==> src/rtl/eaf_pkg.sv <==
// ----------------------------------------------------------------------------
// eaf_pkg
//   Shared types and constants for the EAF request controller.
//   - eaf_state_e    : controller FSM states (IDLE / ISSUE / WAIT)
//   - eaf_req_kind_e : kind of filter request in flight (insert / test)
//   - PRIO_LRU/MRU   : insertion-position encoding returned to the cache
// ----------------------------------------------------------------------------
package eaf_pkg;

   typedef enum logic [1:0] {
      IDLE  = 2'd0,
      ISSUE = 2'd1,
      WAIT  = 2'd2
   } eaf_state_e;

   typedef enum logic {
      REQ_INSERT = 1'b0,
      REQ_TEST   = 1'b1
   } eaf_req_kind_e;

   localparam logic PRIO_LRU = 1'b0;
   localparam logic PRIO_MRU = 1'b1;

endpackage

==> src/rtl/eaf_req_fifo.sv <==
// ----------------------------------------------------------------------------
// eaf_req_fifo
//   Eviction-address queue. Synchronous push/pop, head visible without a pop
//   (first-word fall-through). Pointers carry one extra wrap bit so that full
//   and empty are told apart without a separate counter.
// Ports:
//   clk, rst          : clock, asynchronous active-low reset (queue empties)
//   push, push_data   : write one entry (ignored while full)
//   pop               : drop the head entry (ignored while empty)
//   head              : current head entry
//   full, empty       : occupancy flags
// ----------------------------------------------------------------------------
module eaf_req_fifo #(
   parameter int width = 32,
   parameter int depth = 4
) (
   input  logic             clk,
   input  logic             rst,
   input  logic             push,
   input  logic [width-1:0] push_data,
   input  logic             pop,
   output logic [width-1:0] head,
   output logic             full,
   output logic             empty
);

   localparam int aw = $clog2(depth);

   logic [width-1:0] mem [depth];
   logic [aw:0]      wr_ptr;
   logic [aw:0]      rd_ptr;
   logic             do_push;
   logic             do_pop;

   assign do_push = push & ~full;
   assign do_pop  = pop & ~empty;

   always_ff @(posedge clk or negedge rst) begin
      if (!rst) begin
         wr_ptr <= '0;
         rd_ptr <= '0;
      end else begin
         if (do_push) wr_ptr <= wr_ptr + (aw+1)'(1);
         if (do_pop)  rd_ptr <= rd_ptr + (aw+1)'(1);
      end
   end

   // Storage needs no reset: entries are only read between push and pop.
   always_ff @(posedge clk) begin
      if (do_push) mem[wr_ptr[aw-1:0]] <= push_data;
   end

   assign head  = mem[rd_ptr[aw-1:0]];
   assign empty = (wr_ptr == rd_ptr);
   assign full  = (wr_ptr[aw] != rd_ptr[aw]) && (wr_ptr[aw-1:0] == rd_ptr[aw-1:0]);

endmodule

==> src/rtl/eaf_request_ctrl.sv <==
// ----------------------------------------------------------------------------
// eaf_request_ctrl
//   Sequences cache evictions (filter inserts) and cache misses (filter tests)
//   onto a single-outstanding EAF filter port and returns the insertion
//   position for each miss to the cache.
//
//   Handshakes: a stream transfer happens in a cycle where valid and ready
//   are both high; ready does not depend on valid. One eviction and one miss
//   may transfer in the same cycle.
//
//   Ports:
//     clk, rst                          : clock, async active-low reset
//     evict_valid_i/evict_addr_i/evict_ready_o : eviction stream (queued)
//     miss_valid_i/miss_addr_i/miss_ready_o    : miss stream (one pending)
//     fill_valid_o + fill_addr/prio/exists/timeout_o : one-cycle result per
//                                         test; fields hold between pulses
//     eaf_mem_addr_o, eaf_insert_o, eaf_test_o : request to the filter
//     eaf_resp_i, eaf_priority_i, eaf_exists_i : filter response
//     state_o                           : current FSM state (debug)
//
//   Build option: define EAF_REQ_TIMEOUT_EN to abort a request after
//   timeout_cycles WAIT cycles without a response.
// ----------------------------------------------------------------------------
module eaf_request_ctrl
   import eaf_pkg::*;
#(
   parameter int addr_length    = 32,
   parameter int fifo_depth     = 4,
   parameter int timeout_cycles = 64
) (
   input  logic                   clk,
   input  logic                   rst,
   input  logic                   evict_valid_i,
   input  logic [addr_length-1:0] evict_addr_i,
   output logic                   evict_ready_o,
   input  logic                   miss_valid_i,
   input  logic [addr_length-1:0] miss_addr_i,
   output logic                   miss_ready_o,
   output logic                   fill_valid_o,
   output logic [addr_length-1:0] fill_addr_o,
   output logic                   fill_prio_o,
   output logic                   fill_exists_o,
   output logic                   fill_timeout_o,
   output logic [addr_length-1:0] eaf_mem_addr_o,
   output logic                   eaf_insert_o,
   output logic                   eaf_test_o,
   input  logic                   eaf_resp_i,
   input  logic                   eaf_priority_i,
   input  logic                   eaf_exists_i,
   output logic [1:0]             state_o
);

   localparam logic [1:0] ST_IDLE  = IDLE;
   localparam logic [1:0] ST_ISSUE = ISSUE;
   localparam logic [1:0] ST_WAIT  = WAIT;

   logic [1:0]             state;
   eaf_req_kind_e          req_kind;
   logic [addr_length-1:0] req_addr;
   logic                   miss_pending;
   logic [addr_length-1:0] miss_addr;

   logic                   fifo_full;
   logic                   fifo_empty;
   logic [addr_length-1:0] fifo_head;
   logic                   fifo_pop;
   logic                   evict_push;
   logic                   miss_accept;
   logic                   resp_done;
   logic                   timed_out;
   logic                   done;

   assign evict_ready_o = ~fifo_full;
   assign miss_ready_o  = ~miss_pending;
   assign evict_push    = evict_valid_i & evict_ready_o;
   assign miss_accept   = miss_valid_i & miss_ready_o;

   // Responses outside WAIT are dropped simply by not being looked at.
   assign resp_done = (state == ST_WAIT) & eaf_resp_i;
   assign done      = resp_done | timed_out;
   // The insert address is read from the head, so the entry leaves only now.
   assign fifo_pop  = done & (req_kind == REQ_INSERT);

   assign eaf_mem_addr_o = req_addr;
   assign eaf_test_o     = (state == ST_ISSUE) & (req_kind == REQ_TEST);
   assign eaf_insert_o   = (state == ST_ISSUE) & (req_kind == REQ_INSERT);
   assign state_o        = state;

   eaf_req_fifo #(
      .width (addr_length),
      .depth (fifo_depth)
   ) u_fifo (
      .clk       (clk),
      .rst       (rst),
      .push      (evict_push),
      .push_data (evict_addr_i),
      .pop       (fifo_pop),
      .head      (fifo_head),
      .full      (fifo_full),
      .empty     (fifo_empty)
   );

   always_ff @(posedge clk or negedge rst) begin
      if (!rst) begin
         state         <= ST_IDLE;
         req_kind      <= REQ_INSERT;
         req_addr      <= '0;
         miss_pending  <= 1'b0;
         miss_addr     <= '0;
         fill_valid_o  <= 1'b0;
         fill_addr_o   <= '0;
         fill_prio_o   <= 1'b0;
         fill_exists_o <= 1'b0;
      end else begin
         fill_valid_o <= 1'b0;
         if (miss_accept) begin
            miss_pending <= 1'b1;
            miss_addr    <= miss_addr_i;
         end
         case (state)
            ST_IDLE: begin
               // A full queue blocks the cache's evictions, so drain it first;
               // otherwise a waiting miss beats ordinary queued inserts.
               if (fifo_full) begin
                  req_kind <= REQ_INSERT;
                  req_addr <= fifo_head;
                  state    <= ST_ISSUE;
               end else if (miss_pending) begin
                  req_kind <= REQ_TEST;
                  req_addr <= miss_addr;
                  state    <= ST_ISSUE;
               end else if (!fifo_empty) begin
                  req_kind <= REQ_INSERT;
                  req_addr <= fifo_head;
                  state    <= ST_ISSUE;
               end
            end
            ST_ISSUE: state <= ST_WAIT;
            ST_WAIT: begin
               if (done) begin
                  state <= ST_IDLE;
                  if (req_kind == REQ_TEST) begin
                     fill_valid_o  <= 1'b1;
                     fill_addr_o   <= miss_addr;
                     fill_prio_o   <= resp_done ? eaf_priority_i : PRIO_LRU;
                     fill_exists_o <= resp_done & eaf_exists_i;
                     miss_pending  <= 1'b0;
                  end
               end
            end
            default: state <= ST_IDLE;
         endcase
      end
   end

`ifdef EAF_REQ_TIMEOUT_EN
   localparam int cnt_w = $clog2(timeout_cycles + 1);
   localparam logic [cnt_w-1:0] cnt_last = cnt_w'(timeout_cycles - 1);

   logic [cnt_w-1:0] to_cnt;

   // to_cnt holds the number of WAIT cycles already spent without a response.
   assign timed_out = (state == ST_WAIT) & ~eaf_resp_i & (to_cnt == cnt_last);

   always_ff @(posedge clk or negedge rst) begin
      if (!rst) begin
         to_cnt         <= '0;
         fill_timeout_o <= 1'b0;
      end else begin
         if (state != ST_WAIT) to_cnt <= '0;
         else if (!eaf_resp_i) to_cnt <= to_cnt + cnt_w'(1);
         if (done && (req_kind == REQ_TEST)) fill_timeout_o <= timed_out;
      end
   end
`else
   assign timed_out      = 1'b0;
   assign fill_timeout_o = 1'b0;
`endif

endmodule

==> config.mk <==
export PLATFORM = sky130hd
export DESIGN_NAME = eaf_request_ctrl
export DESIGN_NICKNAME = d
export VERILOG_FILES = /design/src/rtl/eaf_pkg.sv /design/src/rtl/eaf_req_fifo.sv /design/src/rtl/eaf_request_ctrl.sv
export SDC_FILE = /design/constraint.sdc
export NUM_CORES = 1
export LEC_CHECK = 0
export ABC_AREA = 1
export BUFFER_PORTS_ARGS = -buffer_cell sky130_fd_sc_hd__buf_2
export CAP_MARGIN = 5
export CORE_MARGIN = 2
export CORE_UTILIZATION = 57
export DETAILED_ROUTE_END_ITERATION = 8
export PLACE_DENSITY = 0.79
export SYNTH_ARGS = -nofsm -noshare
export SYNTH_HDL_FRONTEND = slang
export SYNTH_HIERARCHICAL = 1
export SYNTH_SLANG_ARGS = --single-unit
==> constraint.sdc <==
create_clock -name clk -period 4 [get_ports clk]
set_input_delay 0.6 -clock clk [delete_from_list [all_inputs] [get_ports clk]]
set_output_delay 0.6 -clock clk [all_outputs]
set_load 0.05 [all_outputs]
== Word-level counts from Yosys, hierarchy flattened ==
Memories as Yosys holds them, arrays and structs flattened.
Index checks and enable logic that the tools add are counted.
Storage, ports and cells
  output and inout port bits: 74
  logic and storage cells: 60
  memories kept: 1
  flip-flop bits (word level): 109
  memory bits (writable): 128
  input port bits: 71
Cells by class
  reduce and logical (&&, ||, !) cells: 5
  mux-type cells: 20
  add/subtract/negate cells: 2
  bitwise gates (word level): 13
  equality and inequality tests: 8
Memory list
  u_fifo.mem: depth 4, bits a word 32, read ports 1, clocked after Yosys merged registers in 0, write ports 1, line eaf_req_fifo.sv:29  | logic [width-1:0] mem [depth];
Operator list (count)
  $mux W32: 3
  $mux W1: 12
  $and A1 B1 Y1: 9
  $mux W2: 4
  $add A3 B1 Y3 const B: 2
  $pmux W2 S3: 1
  $ne A4 B3 Y1 const B: 1
  $not A1 Y1: 4
  $reduce_and A2 Y1: 2
  $eq A3 B3 Y1: 1
  $ne A3 B2 Y1 const B: 1
  $reduce_and A3 Y1: 1
  $eq A2 B1 Y1 const B: 1
  $eq A2 B2 Y1: 1
  $eq A2 B2 Y1 const B: 1
  $logic_not A2 Y1: 1
  $ne A2 B2 Y1 const B: 1
  $logic_and A1 B1 Y1: 1
  $ne A1 B1 Y1: 1

== Logic depth before layout (Yosys ltp) ==
Gate-level depths: netlist of run 1.
  word-level depth: 7
  gate-level depth with buffers: 12
  mapped depth without buffers: 11

== Cells and area by module ==
Netlist of run 1, hierarchy kept.
By module, submodules not included
  eaf_req_fifo: instances 1, cells an instance 371, seq. area each 3993.8 µm², area each 5178.7 µm²
  eaf_request_ctrl: instances 1, cells an instance 565, seq. area each 2577.5 µm², area each 4618.2 µm²

== Least setup slack after synthesis of run 1 ==
No wires, ideal clock.
  kind: reg-to-reg
  start point: reg u_fifo.rd_ptr[0]
  end point: mem u_fifo.mem[2][0], enable pin
  cell stages (with the launch flop): 9
  arrival time: 2.572 ns
  setup time: 0.421 ns
  data required time: 3.579 ns
  path slack: 1.007 ns
  path buffers: 1
  period minus slack after synthesis: 2.993 ns
  cell sequence: dfrtp_1 buf_6 nand2_2 nand2_4 nand3_4 inv_1 nor2_1 nand2_2 nor2_1
On the way
  word-level cells in the longest chain between the ends: 7
Ends and longest elaborated chain
  start: declaration: line eaf_req_fifo.sv:31  | logic [aw:0] rd_ptr;
  start signal: assignment: line eaf_req_fifo.sv:44  | if (do_pop) rd_ptr <= rd_ptr + (aw+1)'(1);
  $eq A2 B2 Y1: line eaf_req_fifo.sv:55  | assign full = (wr_ptr[aw] != rd_ptr[aw]) && (wr_ptr[aw-1:0] == rd_ptr[aw-1:0]);
  $logic_and A1 B1 Y1: line eaf_req_fifo.sv:55
  net fifo_full: line eaf_request_ctrl.sv:63  | logic fifo_full;
  $not A1 Y1: line eaf_request_ctrl.sv:73  | assign evict_ready_o = ~fifo_full;
  $and A1 B1 Y1: line eaf_request_ctrl.sv:75  | assign evict_push = evict_valid_i & evict_ready_o;
  net evict_push: line eaf_request_ctrl.sv:67  | logic evict_push;
  $and A1 B1 Y1: line eaf_req_fifo.sv:35  | assign do_push = push & ~full;
  $mux W1: line eaf_req_fifo.sv:50  | if (do_push) mem[wr_ptr[aw-1:0]] <= push_data;
  $mux W1 (implied by the code): line eaf_req_fifo.sv:50
  end: declaration: line eaf_req_fifo.sv:29
The timed path passes the listed nets, and every way through them passes these cells.

== Final worst setup path of run 1 ==
  start point: reg u_fifo.rd_ptr[1]
  end point: out evict_ready_o
On the way
  word-level cells in the longest chain between the ends: 3
Ends and longest elaborated chain
  $eq A2 B2 Y1: line eaf_req_fifo.sv:55
  $logic_and A1 B1 Y1: line eaf_req_fifo.sv:55
  net fifo_full: line eaf_request_ctrl.sv:63
  $not A1 Y1: line eaf_request_ctrl.sv:73
  end: declaration: line eaf_request_ctrl.sv:35  | output logic evict_ready_o,
The timed path passes the listed nets, and every way through them passes these cells.

==> results.cfg, run 1 <==
[logic_synthesis]
syn_area_um2 = 9800
synth_top_cell_area_share = 0.392
yosys_warnings = 6
yosys.area.top_type = edfxtp_1
synthDistinctLibCells = 25
syn_nets = 1012
synth_seq_cells = 237
synthTopCellsByArea = edfxtp_1, dfrtp_1, nand2_1, nand3_1, nor2_1
postSynthAreaPerCell_um2 = 10.5
seq_area_frac_synth = 0.671
syn_inst = 936

[die]
io_pins = 145
start_util = 0.587
rows = 47
die_w_um = 135
die_h_um = 135
die_area_um2 = 18300
core_area_um2 = 16700

[worst_setup_path]
path_depth = 6
path_cells = buf_4 -> xnor2_2 -> nand3_4 -> inv_1 -> inv_2 -> buf_2
worstSetupStartpoint = u_fifo/rd_ptr[1]
start_kind = register
crit_buf_inv = 4
cp_max_fo = 36
arrival_ns = 2.41
crit_path_end = evict_ready_o
reg2reg_depth = 10
critical-path-top-delay-family = buffers and inverters
setup.worst_path.end_class = output pin
r2r_end = eaf_mem_addr_o[9]
worstPathRequired_ns = 3.40
r2r_setup_slack_ns = 1.45
regToRegStartpoint = u_fifo/rd_ptr[1]
crit_path_max_incr_delay_ns = 0.43
worstSetupPathType = reg2out
cp_slowest_cell = inv_2

[global_routing]
grt_overflow_total = 0
grt_pass1_wl_um = 35600
grt_pass1_vias = 6894
top_usage_layer = met2
antenna_found_initial = 0
grt_use_total = 0.246
use_met1 = 0.362
groute.layer.met2.usage = 0.391
use_met3 = 0.0323
grt_max_degree = 66

[final_layout]
n_fill_cell = 1245
area_growth_pct = 15.3
stdcell_count = 1292
num-nets-final = 1130
post_route_cells_drive_above_1_share = 0.201
diodes = 0
final_core_util = 0.676

[route]
firstDrtPassIters = 6
antenna_left = 0
routed_wl_um = 21900
vias = 7178
routedWlPerCell_um = 17.0
drc = 0
first_iter_violations = 803
avgViaCountPerCell = 5.56

[placement]
port_buffers = 143
dp_cells = 1248
globalplace.congestion = 0.839
dp_hpwl_um = 13900
post-place-ws_ns = 1.55

[sta]
finalSetupTns_ns = 0
setup_viol = 0
finalCriticalPeriod_ns = 3.01
post-route-period-util = 0.752
grt_setup_unrepaired = false
relSlewSlack = 0.311
hold_viol = 0
slew_violations = 0
fmaxAchievable_mhz = 332
setup_slack_ns = 0.991
skew_ns = 0.0110
tightest_slew_ns = 1.03

[clocking]
hold_buffers = 0
clock_latency_ns = 0.51
cts-root-buf = clkbuf_16
cts_tree = yes
htree_num_levels = 1
cts_setup_buffers = 0
cts_buffers = 24
clk_pin_slew_ns = 0.06
max-clock-path-buffers = 3
cts.repair.resized = 0
clock-sinks = 237

[pwr]
seq_power_share = 0.384
powerDensity_nw_per_um2 = 889
max-vdd-ir-drop_uv = 442
p_switching_mw = 4.41
p_int_mw = 5.62
switching_share = 0.440
combPwrFrac = 0.405
power_mw = 10.0
clkPwrFrac = 0.211
leakagePower_nw = 5.24

[flow_run]
maxCapViolations = 0

[min_path]
hold_class = in2async

[status]
status = complete, no violations
==> synth_stat cells <==
cell type,instances
xnor2_2,1
nand2_4,1
xor2_1,1
nand2_1,319
o21ai_1,23
buf_4,9
ha_1,5
o22ai_1,32
nand2_2,6
nor2_4,2
clkbuf_1,14
nand3_4,2
conb_1,1
inv_1,18
inv_2,5
buf_2,33
o21ai_0,43
nand4_1,34
edfxtp_1,128
dfrtp_1,109
a21oi_4,1
nor2_1,71
nand3_2,1
buf_6,6
nand3_1,71
==> state kept, by name, summed over array words and instances (netlist names) <==
signal,cells
miss_pending,1
fill_exists_o,1
u_fifo/mem,128
eaf_mem_addr_o,32
fill_valid_o,1
state_o,2
miss_addr,32
fill_prio_o,1
req_kind,1
u_fifo/rd_ptr,3
fill_addr_o,32
u_fifo/wr_ptr,3
==> cell type report <==
class / count / area (um^2) / share of cell area
inverters: 23 / 86.3 / 0.00764
repair buffers: 154 / 801 / 0.0709
well taps: 220 / 275 / 0.0244
multi-input cells: 614 / 2790 / 0.247
clock buffers: 35 / 714 / 0.0632
flip-flops and latches: 237 / 6570 / 0.582
clock inverters: 9 / 53.8 / 0.00476
==> power by group through the flow <==
stage / clock network (mW) / registers [mW] / logic, mW
final: 2.12 / 3.85 / 4.07
after global routing: 2.27 / 3.92 / 4.49
after CTS: 2.15 / 3.84 / 4.07
after detailed placement: 0 / 3.88 / 4.04
after global placement: 0 / 3.86 / 3.94
after floorplan: 0 / 4.68 / 2.25
==> cells by family after synthesis <==
kind of cell	synth area share
other cells	0.000383
compound gates	0.0558
xor+xnor	0.00255
buf+inv	0.0448
flops	0.671
fa+ha+maj	0.00639
simple gates	0.219
==> cell usage in the layout (no fill, tap or decap), types with 3 or more instances in the layout <==
master and n:
clkinvlp_4 3, ha_1 5, o21ai_1 23, inv_2 5, nand2_1 319, buf_4 12, clkbuf_4 3, inv_1 18
nand2_2 6, nand4_1 34, clkinvlp_2 3, o21ai_0 43, nor2_2 3, clkbuf_8 4, dfrtp_1 108, nand3_1 71
o22ai_1 32, nor2_1 68, clkbuf_16 25, clkbuf_1 3, buf_2 142, edfxtp_1 128
==> layer usage <==
| metal | vias to the layer above | wire [um] |
|---|---|---|
| met1 | 3472 | 9830 |
| li1 | 3419 | - |
| met4 | 0 | 529 |
| met3 | 43 | 1340 |
| met2 | 244 | 10200 |
| met5 | - | 0 |
==> per-stage QoR <==
stage          hold WS, ns  cell area [um^2]
2_1_floorplan        0.304              9800
3_5_place_dp         0.453             10500
3_3_place_gp         0.449             10500
4_1_cts              0.173             11300
5_1_grt              0.208             11300
6_report             0.149             11300
==> how the worst min path moves through the flow <==
stage,startpoint,endpoint,slack [ns],cells past startpoint
after detailed placement,fill_addr_o[6],fill_addr_o[6],0.45,2
after floorplan,rst,eaf_mem_addr_o[0],0.30,0
final,rst,eaf_mem_addr_o[6],0.15,1
after global routing,rst,eaf_mem_addr_o[6],0.21,1
after global placement,fill_addr_o[2],fill_addr_o[2],0.45,2
after CTS,rst,eaf_mem_addr_o[6],0.17,1
Power figures use the tool's default switching activity.
==> run 2, diff against run 1 <==
--- a/config.mk
+++ b/config.mk
@@ -5,13 +5,13 @@
 export SDC_FILE = /design/constraint.sdc
 export NUM_CORES = 1
 export LEC_CHECK = 0
-export ABC_AREA = 1
+export ABC_AREA = 0
 export BUFFER_PORTS_ARGS = -buffer_cell sky130_fd_sc_hd__buf_2
 export CAP_MARGIN = 5
 export CORE_MARGIN = 2
-export CORE_UTILIZATION = 57
+export CORE_UTILIZATION = 51
 export DETAILED_ROUTE_END_ITERATION = 8
-export PLACE_DENSITY = 0.79
+export PLACE_DENSITY = 0.75
 export SYNTH_ARGS = -nofsm -noshare
 export SYNTH_HDL_FRONTEND = slang
 export SYNTH_HIERARCHICAL = 1
==> constraint.sdc (replaced) <==
create_clock -name clk -period 2.6 [get_ports clk]
set_input_delay 0.39 -clock clk [delete_from_list [all_inputs] [get_ports clk]]
set_output_delay 0.39 -clock clk [all_outputs]
set_load 0.05 [all_outputs]
==> results.cfg, run 2 <==
[logic_synthesis]
syn_inst = 488
seq_area_frac_synth = 0.695
synth_edf_count = 128
synth_top_cell_area_share = 0.406
syn_nets = 564
synth.top_cells.by_count = edfxtp_1, mux2_2, dfrtp_1, mux4_2
yosys.area.top_type = edfxtp_1
synth_ff_type = edfxtp_1
synthDistinctLibCells = 36
syn_area_um2 = 9460
yosys_warnings = 6
yosysMostFrequentCell = edfxtp_1
synth_seq_cells = 237
postSynthAreaPerCell_um2 = 19.4
synthTopCellsByArea = edfxtp_1, dfrtp_1, mux2_2, mux4_2, mux2_4
synth-async-reset-ratio = 0.460

[sta]
finalCriticalPeriod_ns = 2.31
finalSetupTns_ns = 0
slew_violations = 0
skew_ns = 0.00750
grt_setup_unrepaired = false
hold_viol = 0
setup_slack_ns = 0.288
fmaxAchievable_mhz = 432
post-route-period-util = 0.889
tightest_slew_ns = 0.685
setup_viol = 0
relSlewSlack = 0.544

[route]
vias = 4953
avgViaCountPerCell = 5.49
routedWlPerCell_um = 20.7
first_iter_violations = 407
drc = 0
routed_wl_um = 18700
antenna_left = 0
firstDrtPassIters = 4

[clocking]
clock_latency_ns = 0.51
clock-sinks = 237
cts_buffers = 25
clk_pin_slew_ns = 0.06
cts_tree = yes
cts-root-buf = clkbuf_16
max-clock-path-buffers = 3
cts.repair.resized = 0
htree_num_levels = 1

[die]
io_pins = 145
die_area_um2 = 19700
rows = 49
core_area_um2 = 18100
die_w_um = 140
die_h_um = 140
start_util = 0.523

[worst_setup_path]
worstPathRequired_ns = 2.99
reg2reg_depth = 7
crit_buf_inv = 3
worstSetupPathType = reg2reg
crit_path_max_incr_delay_ns = 0.47
regToRegStartpoint = u_fifo/wr_ptr[2]
worstSetupStartpoint = u_fifo/wr_ptr[2]
setup.worst_path.end_class = register
arrival_ns = 2.70
path_cells = xor2_2 -> nand3_1 -> inv_1 -> inv_2 -> a311oi_4 -> buf_4 -> mux2_2
r2r_end = eaf_mem_addr_o[8]
critical-path-top-delay-family = buffers and inverters
start_kind = register
r2r_setup_slack_ns = 0.29
cp_slowest_cell = dfrtp_1
cp_max_fo = 21

[global_routing]
grt_use_total = 0.192
antenna_found_initial = 2
grt_overflow_total = 0
grt_pass1_vias = 5354
grt_pass1_wl_um = 29200
grt_max_degree = 42

[placement]
post-place-ws_ns = 0.296
dp_hpwl_um = 12100
globalplace.congestion = 0.721
port_buffers = 143

[min_path]
hold_class = in2reg
hold_path_end = u_fifo/mem[0][13]
hold_depth = 1
hp-start = evict_addr_i[13]

[pwr]
powerDensity_nw_per_um2 = 1450
power_mw = 16.3
max-vdd-ir-drop_uv = 641
leakagePower_nw = 4.59
p_int_mw = 10.1
seq_power_share = 0.366
clkPwrFrac = 0.195
combPwrFrac = 0.438
p_switching_mw = 6.22
switching_share = 0.381

[final_layout]
final_cell_mix = buf_2, edfxtp_1, mux2_2
layout_commonest_cell = buf_2
post_route_cells_drive_above_1_share = 0.552
n_fill_cell = 1279
area_growth_pct = 18.7
num-nets-final = 731
largest_reg_flops = 128

[status]
status = complete, no violations

[flow_run]
maxCapViolations = 0
-- run 2: cells by family (layout without fill, tap and decap cells) --
kind of cell | after synthesis | in the layout | share of synthesized area
adders and majority gates | 5 | 5 | 0.00661
muxes | 162 | 162 | 0.234
other | 1 | 2 | 0.000396
DFF | 237 | 237 | 0.695
AOI/OAI and AO/OA | 15 | 15 | 0.0149
buffers and inverters | 34 | 218 | 0.0239
and+or+nand+nor | 27 | 27 | 0.0167
xor gates and xnor gates | 7 | 7 | 0.00886
-- run 2: worst max-delay path by stage --
stage,end,slack [ns],cells past startpoint
floorplan,u_fifo/mem[3][0],0.28,8
global placement,eaf_mem_addr_o[5],0.35,7
detailed placement,eaf_mem_addr_o[8],0.30,7
CTS,eaf_mem_addr_o[8],0.28,7
global route,eaf_mem_addr_o[6],0.19,7
finish,eaf_mem_addr_o[8],0.29,7
-- run 2: per-layer routing --
| metal | up-vias | track usage | share of wire |
|---|---|---|---|
| li1 | 2200 | - | - |
| met1 | 2579 | 0.250 | 0.41 |
| met2 | 146 | 0.335 | 0.51 |
| met3 | 26 | 0.0338 | 0.054 |
| met4 | 2 | 0.0574 | 0.021 |
| met5 | - | 0 | 0.00070 |
-- run 2: what timing repair did --
action / CTS / global route
hold endpoints to repair: 39 / 0
endpoints found under the setup margin: 0 / 0
hold buffers: 1 / 0
buffers inserted: 0 / 0
-- run 2: through the flow --
stage | util | area (um^2) | cells | hold WS [ns]
floorplan | - | 9470 | 488 | 0.0944
global placement | 0.580 | 10500 | 856 | 0.417
detailed placement | 0.580 | 10500 | 856 | 0.433
CTS | 0.621 | 11200 | 901 | 0.0786
global route | 0.621 | 11200 | 902 | 0.0858
finish | 0.621 | 11200 | 902 | 0.0978
-- run 2: area by class of cell --
type	instances	area, um^2	share of cell area
diodes	1	2.50	0.000223
clock buffers	31	648	0.0577
clock inverters	13	81.3	0.00724
inverters	10	37.5	0.00334
multi-input cells	217	2680	0.239
flip-flops and latches	237	6570	0.585
well taps	229	287	0.0255
repair buffers	164	916	0.0816
-- run 2: worst register-to-register path: cells and delay by family (launching register included) --
family,cells,cell delay (ns)
buffers and inverters,3,0.64
DFF,1,0.47
muxes,1,0.39
xor gates and xnor gates,1,0.35
AOI/OAI and AO/OA,1,0.24
and+or+nand+nor,1,0.11
-- run 2: power by group through the flow --
stage	clock network, mW	logic [mW]	registers, mW
after global placement	0	7.06	5.95
after CTS	3.27	7.26	5.99
final	3.19	7.15	5.98
after floorplan	0	3.87	7.71
after detailed placement	0	7.23	6.05
after global routing	3.43	7.57	6.12
